## config.mk

```make
export PLATFORM = sky130hd
export DESIGN_NAME = reg8_wbuf
export DESIGN_NICKNAME = d
export VERILOG_FILES = /design/src/rtl/reg8_wbuf.sv
export SDC_FILE = /design/constraint.sdc
export NUM_CORES = 1
export LEC_CHECK = 0
export CAP_MARGIN = 15
export CORE_ASPECT_RATIO = 1.5
export CORE_MARGIN = 5
export CORE_UTILIZATION = 50
export DETAILED_ROUTE_END_ITERATION = 8
export GPL_TIMING_DRIVEN = 1
export PLACE_DENSITY = 0.72
export SKIP_CTS_REPAIR_TIMING = 1
export SYNTH_ARGS = -nofsm -noshare
export SYNTH_HDL_FRONTEND = slang
export SYNTH_SLANG_ARGS = --single-unit
```

## constraint.sdc

```tcl
create_clock -name i_clk -period 2.6 [get_ports i_clk]
set_input_delay 0.26 -clock i_clk [delete_from_list [all_inputs] [get_ports i_clk]]
set_output_delay 0.26 -clock i_clk [all_outputs]
set_load 0.01 [all_outputs]
```

## src/rtl/reg8_wbuf.sv

```systemverilog
// Byte write buffer in front of reg8: valid/ready in, one write per clock out, stalls on hold.
// Optional zero-latency pass-through when empty is enabled by defining REG8_WBUF_BYPASS_EN.
module reg8_wbuf #(
    parameter int DEPTH = 4,
    parameter int WIDTH = 8
) (
    input  logic                     i_clk,
    input  logic                     i_rst,
    input  logic                     i_flush,
    input  logic                     i_in_valid,
    input  logic [WIDTH-1:0]         i_in_data,
    output logic                     o_in_ready,
    input  logic                     i_hold,
    output logic                     o_we,
    output logic [WIDTH-1:0]         o_wdata,
    output logic [$clog2(DEPTH):0]   o_count,
    output logic                     o_empty,
    output logic                     o_full
);
    localparam int AW = $clog2(DEPTH);

    logic [WIDTH-1:0] r_mem [DEPTH];
    logic [AW-1:0]    r_wr_ptr;
    logic [AW-1:0]    r_rd_ptr;
    logic [AW:0]      r_count;

    logic w_empty;
    logic w_full;
    logic w_pop;
    logic w_push;
    logic w_byp;

    // Occupancy comes only from the counter; pointers alone cannot tell full from empty.
    assign w_empty = (r_count == '0);
    assign w_full  = (r_count == (AW+1)'(DEPTH));
    assign w_pop   = !w_empty && !i_hold && !i_flush;

`ifdef REG8_WBUF_BYPASS_EN
    assign w_byp = w_empty && !i_hold && !i_flush && i_in_valid;
`else
    assign w_byp = 1'b0;
`endif

    // A bypassed byte goes straight to reg8 and never occupies a slot.
    assign w_push = i_in_valid && !w_full && !i_flush && !w_byp;

    assign o_in_ready = !w_full;
    assign o_empty    = w_empty;
    assign o_full     = w_full;
    assign o_count    = r_count;
    assign o_we       = w_pop || w_byp;
    assign o_wdata    = w_byp ? i_in_data : (w_empty ? '0 : r_mem[r_rd_ptr]);

    always_ff @(posedge i_clk) begin
        if (w_push && !i_rst) begin
            r_mem[r_wr_ptr] <= i_in_data;
        end
    end

    always_ff @(posedge i_clk) begin
        if (i_rst || i_flush) begin
            r_wr_ptr <= '0;
            r_rd_ptr <= '0;
            r_count  <= '0;
        end else begin
            if (w_push) begin
                r_wr_ptr <= r_wr_ptr + 1'b1;
            end
            if (w_pop) begin
                r_rd_ptr <= r_rd_ptr + 1'b1;
            end
            case ({w_push, w_pop})
                2'b10:   r_count <= r_count + 1'b1;
                2'b01:   r_count <= r_count - 1'b1;
                default: r_count <= r_count;
            endcase
        end
    end
endmodule

```

==> flow_metrics.env, run 1 <==
export IMPL_yosys_top_cells_count="32 x edfxtp_1, 9 x dfxtp_1, 8 x mux4_2, 8 x nor2b_1, 6 x inv_1"
export IMPL_cts_buffers=5
export IMPL_synth_top_area_share_pct=56.1
export IMPL_drtIter0Drc=16
export IMPL_outcome="complete, no violations"
export IMPL_yosys_area_top_type="edfxtp_1"
export IMPL_drc=0
export IMPL_synth_xor_area_share_pct=1.02
export IMPL_vdd_ir_drop_max_v=0.000522
export IMPL_synth_edff_count=32
export IMPL_grt_start_max_net_pins=14
export IMPL_cts_sinks=41
export IMPL_synth_simple_gate_area_share_pct=10.7
export IMPL_critPathCaptureType="register"
export IMPL_cp_data_arrival_time_ns=2.48
export IMPL_grt_usage_pct=14.1
export IMPL_fin_crit_sh_pct=87.0
export IMPL_synth_ff_type="edfxtp_1"
export IMPL_fin_tns_setup_ns=0
export IMPL_r2r_start="o_count[2]$_SDFFE_PP0P_"
export IMPL_dr_pass1_iters=4
export IMPL_yosys_warnings=0
export IMPL_die_x_um=57.8
export IMPL_tightest_slew_ns=0.414
export IMPL_critPathMaxFanout=7
export IMPL_start_util_pct=51.1
export IMPL_cpMaxStageDelayCell="or3b_4"
export IMPL_synth_area_per_cell_um2=16.1
export IMPL_syn_area_mm2=0.00171
export IMPL_grt_antenna_before_repair=0
export IMPL_async_reset_ff_share_pct=0
export IMPL_design_area_mm2=0.00214
export IMPL_synth_cell_type_count=24
export IMPL_die_h_um=81.7
export IMPL_h_tree_depth=2
export IMPL_synth_area_leaders="edfxtp_1 56%, dfxtp_1 11%, mux4_2 11%"
export IMPL_post_synth_top_count_cell="edfxtp_1"
export IMPL_core_area_mm2=0.00335
export IMPL_place_area_mm2=0.00205
export IMPL_antenna_cells=0
export IMPL_powerDensity_mw_per_mm2=546
export IMPL_max_stage_delay_ns=0.43
export IMPL_postSynthCellCount=106
export IMPL_finalCriticalPeriod_ns=2.26
export IMPL_relSlewSlack_pct=72.4
export IMPL_synthMuxAreaShare_pct=11.7
export IMPL_synth_seq_cells=41
export IMPL_fin_nets=161
export IMPL_hold_viol=0
export IMPL_grt_first_pass_wirelength_um=4800
export IMPL_dieArea_mm2=0.00472
export IMPL_fin_skew_ns=0.00531
export IMPL_cts_root_buf="clkbuf_8"
export IMPL_finalSetupViolCount=0
export IMPL_cts_clk_slew_worst_paths_ns=0.07
export IMPL_syn_nets=125
export IMPL_io_pin_count=28
export IMPL_timing_fmax_mhz=442
export IMPL_cts_tree="done"
export IMPL_post_drt_wl_per_cell_um=15.2
export IMPL_portBuffers=27
export IMPL_required_ns=2.82
export IMPL_clk_path_buf_depth=2
export IMPL_wl_um=2820
export IMPL_p_leak_nw=0.710
export IMPL_synth_fa_ha_area_share_pct=4.82
export IMPL_worstSetupStartpointType="register"
export IMPL_critPathKind="register to register"
export IMPL_dp_hpwl_um=2080
export IMPL_clk_latency_ns=0.28
export IMPL_worstPathCellList="or3b_4, nand3b_4, ha_1, inv_1, fa_1, xor2_1, or3_1, a21oi_1"
export IMPL_num_vias=957
export IMPL_hp_class="register to register"
export IMPL_viasPerCell=5.17
export IMPL_rows=26
export IMPL_worstHoldStart="r_rd_ptr[1]$_SDFFE_PP0P_"
export IMPL_rsz0062_at_grt="false"
export IMPL_synth_compound_area_share_pct=2.34
export IMPL_report_final_slew_viol_count=0
export IMPL_synth_top_family_by_area="multiplexers"
export IMPL_grt_ovfl_total=0
export IMPL_synth_seq_area_share_pct=66.7
export IMPL_grt_pass1_vias=1042
export IMPL_drive_gt1_share_pct=16.8
export IMPL_ant_nets=0
export IMPL_maxCapViolCount=0
export IMPL_syn_to_final_growth_pct=24.9
export IMPL_place_congestion=0.743
export IMPL_crit_start="o_count[2]$_SDFFE_PP0P_"
-- registers in the layout (all words and copies together), names as in the netlist, named ones only --
signal,cells
r_rd_ptr,2
r_wr_ptr,2
o_count,3
r_mem,32
-- routing by layer --
metal,track usage [%],vias to the layer above,routed length [µm]
met5,0,-,0
met4,8.35,0,60
met3,4.40,4,142
met2,24.4,24,1560
met1,14.7,467,1050
li1,-,462,-
-- cells in the final DEF, fill, tap and decap left out, types with 2 or more instances in the layout --
cell type        count
edfxtp_1            32
clkdlybuf4s50_1     27
dfxtp_1              9
mux4_2               8
nor2b_1              8
inv_1                6
buf_4                6
a21oi_1              5
ha_1                 5
clkbuf_8             5
nor3b_1              4
nor2_1               4
nand2_1              4
o21ai_0              3
or3_1                3
nor3_1               2
mux2i_1              2
xor2_1               2
clkinv_2             2
-- cell families (layout without fill, tap and decap cells) --
| family | count (synthesis) | count (layout) |
|---|---|---|
| AO/OA/AOI/OAI | 8 | 8 |
| XOR/XNOR | 2 | 2 |
| adder cells (fa/ha/maj) | 6 | 6 |
| buffers and inverters | 10 | 47 |
| flip-flops | 41 | 41 |
| multiplexers | 10 | 10 |
| AND/OR/NAND/NOR | 29 | 29 |
-- final cells by class --
class,count,area (µm²)
multi-input combinational,55,523
timing repair buffer,33,315
inverter,6,22.5
tap,42,52.6
clock inverter,2,10.0
clock buffer,6,72.6
sequential,41,1140
fill,274,1210
-- critical path, delay by kind of cell (launching register included) --
kind / cells / cell delay, ns
AND/OR/NAND/NOR: 3 / 0.87
adder cells (fa/ha/maj): 2 / 0.58
flip-flops: 1 / 0.39
XOR/XNOR: 1 / 0.16
AO/OA/AOI/OAI: 1 / 0.14
buffers and inverters: 1 / 0.06
-- path summary, 6_finish.rpt --
path | endpoint | slack (ns) | cells past startpoint
max reg2reg | o_count[2]$_SDFFE_PP0P_ | 0.34 | 8
max | o_count[2]$_SDFFE_PP0P_ | 0.34 | 8
min | register | 0.50 | 2
min reg2reg | register | 0.50 | 2
-- power by group --
group	total, mW	leakage [nW]	internal, mW	switching [mW]
clock	0.376	0.0450	0.186	0.191
combinational	0.0763	0.303	0.0428	0.0335
sequential	0.715	0.362	0.712	0.00314
total	1.17	0.710	0.940	0.227
-- metrics by stage --
step / power (mW) / hold slack, ns / utilization [%] / setup slack [ns] / cells
CTS: 1.18 / 0.505 / 63.8 / 0.332 / 185
finish: 1.17 / 0.496 / 63.8 / 0.339 / 185
global placement: 0.804 / 0.470 / 61.3 / 0.360 / 177
floorplan: 0.762 / 0.359 / - / 0.238 / 106
detailed placement: 0.807 / 0.495 / 61.3 / 0.240 / 177
global route: 1.23 / 0.540 / 63.8 / 0.179 / 185
No activity file was read; power rests on OpenSTA's default activity.
==> inputs of run 2 (changes only) <==
--- a/config.mk
+++ b/config.mk
@@ -12,6 +12,7 @@
 export DETAILED_ROUTE_END_ITERATION = 8
 export GPL_TIMING_DRIVEN = 1
 export PLACE_DENSITY = 0.72
+export SETUP_SLACK_MARGIN = 0.1
 export SKIP_CTS_REPAIR_TIMING = 1
 export SYNTH_ARGS = -nofsm -noshare
 export SYNTH_HDL_FRONTEND = slang
==> results of run 2 <==
The final DEF is identical to that of run 1; final timing and power are the same.
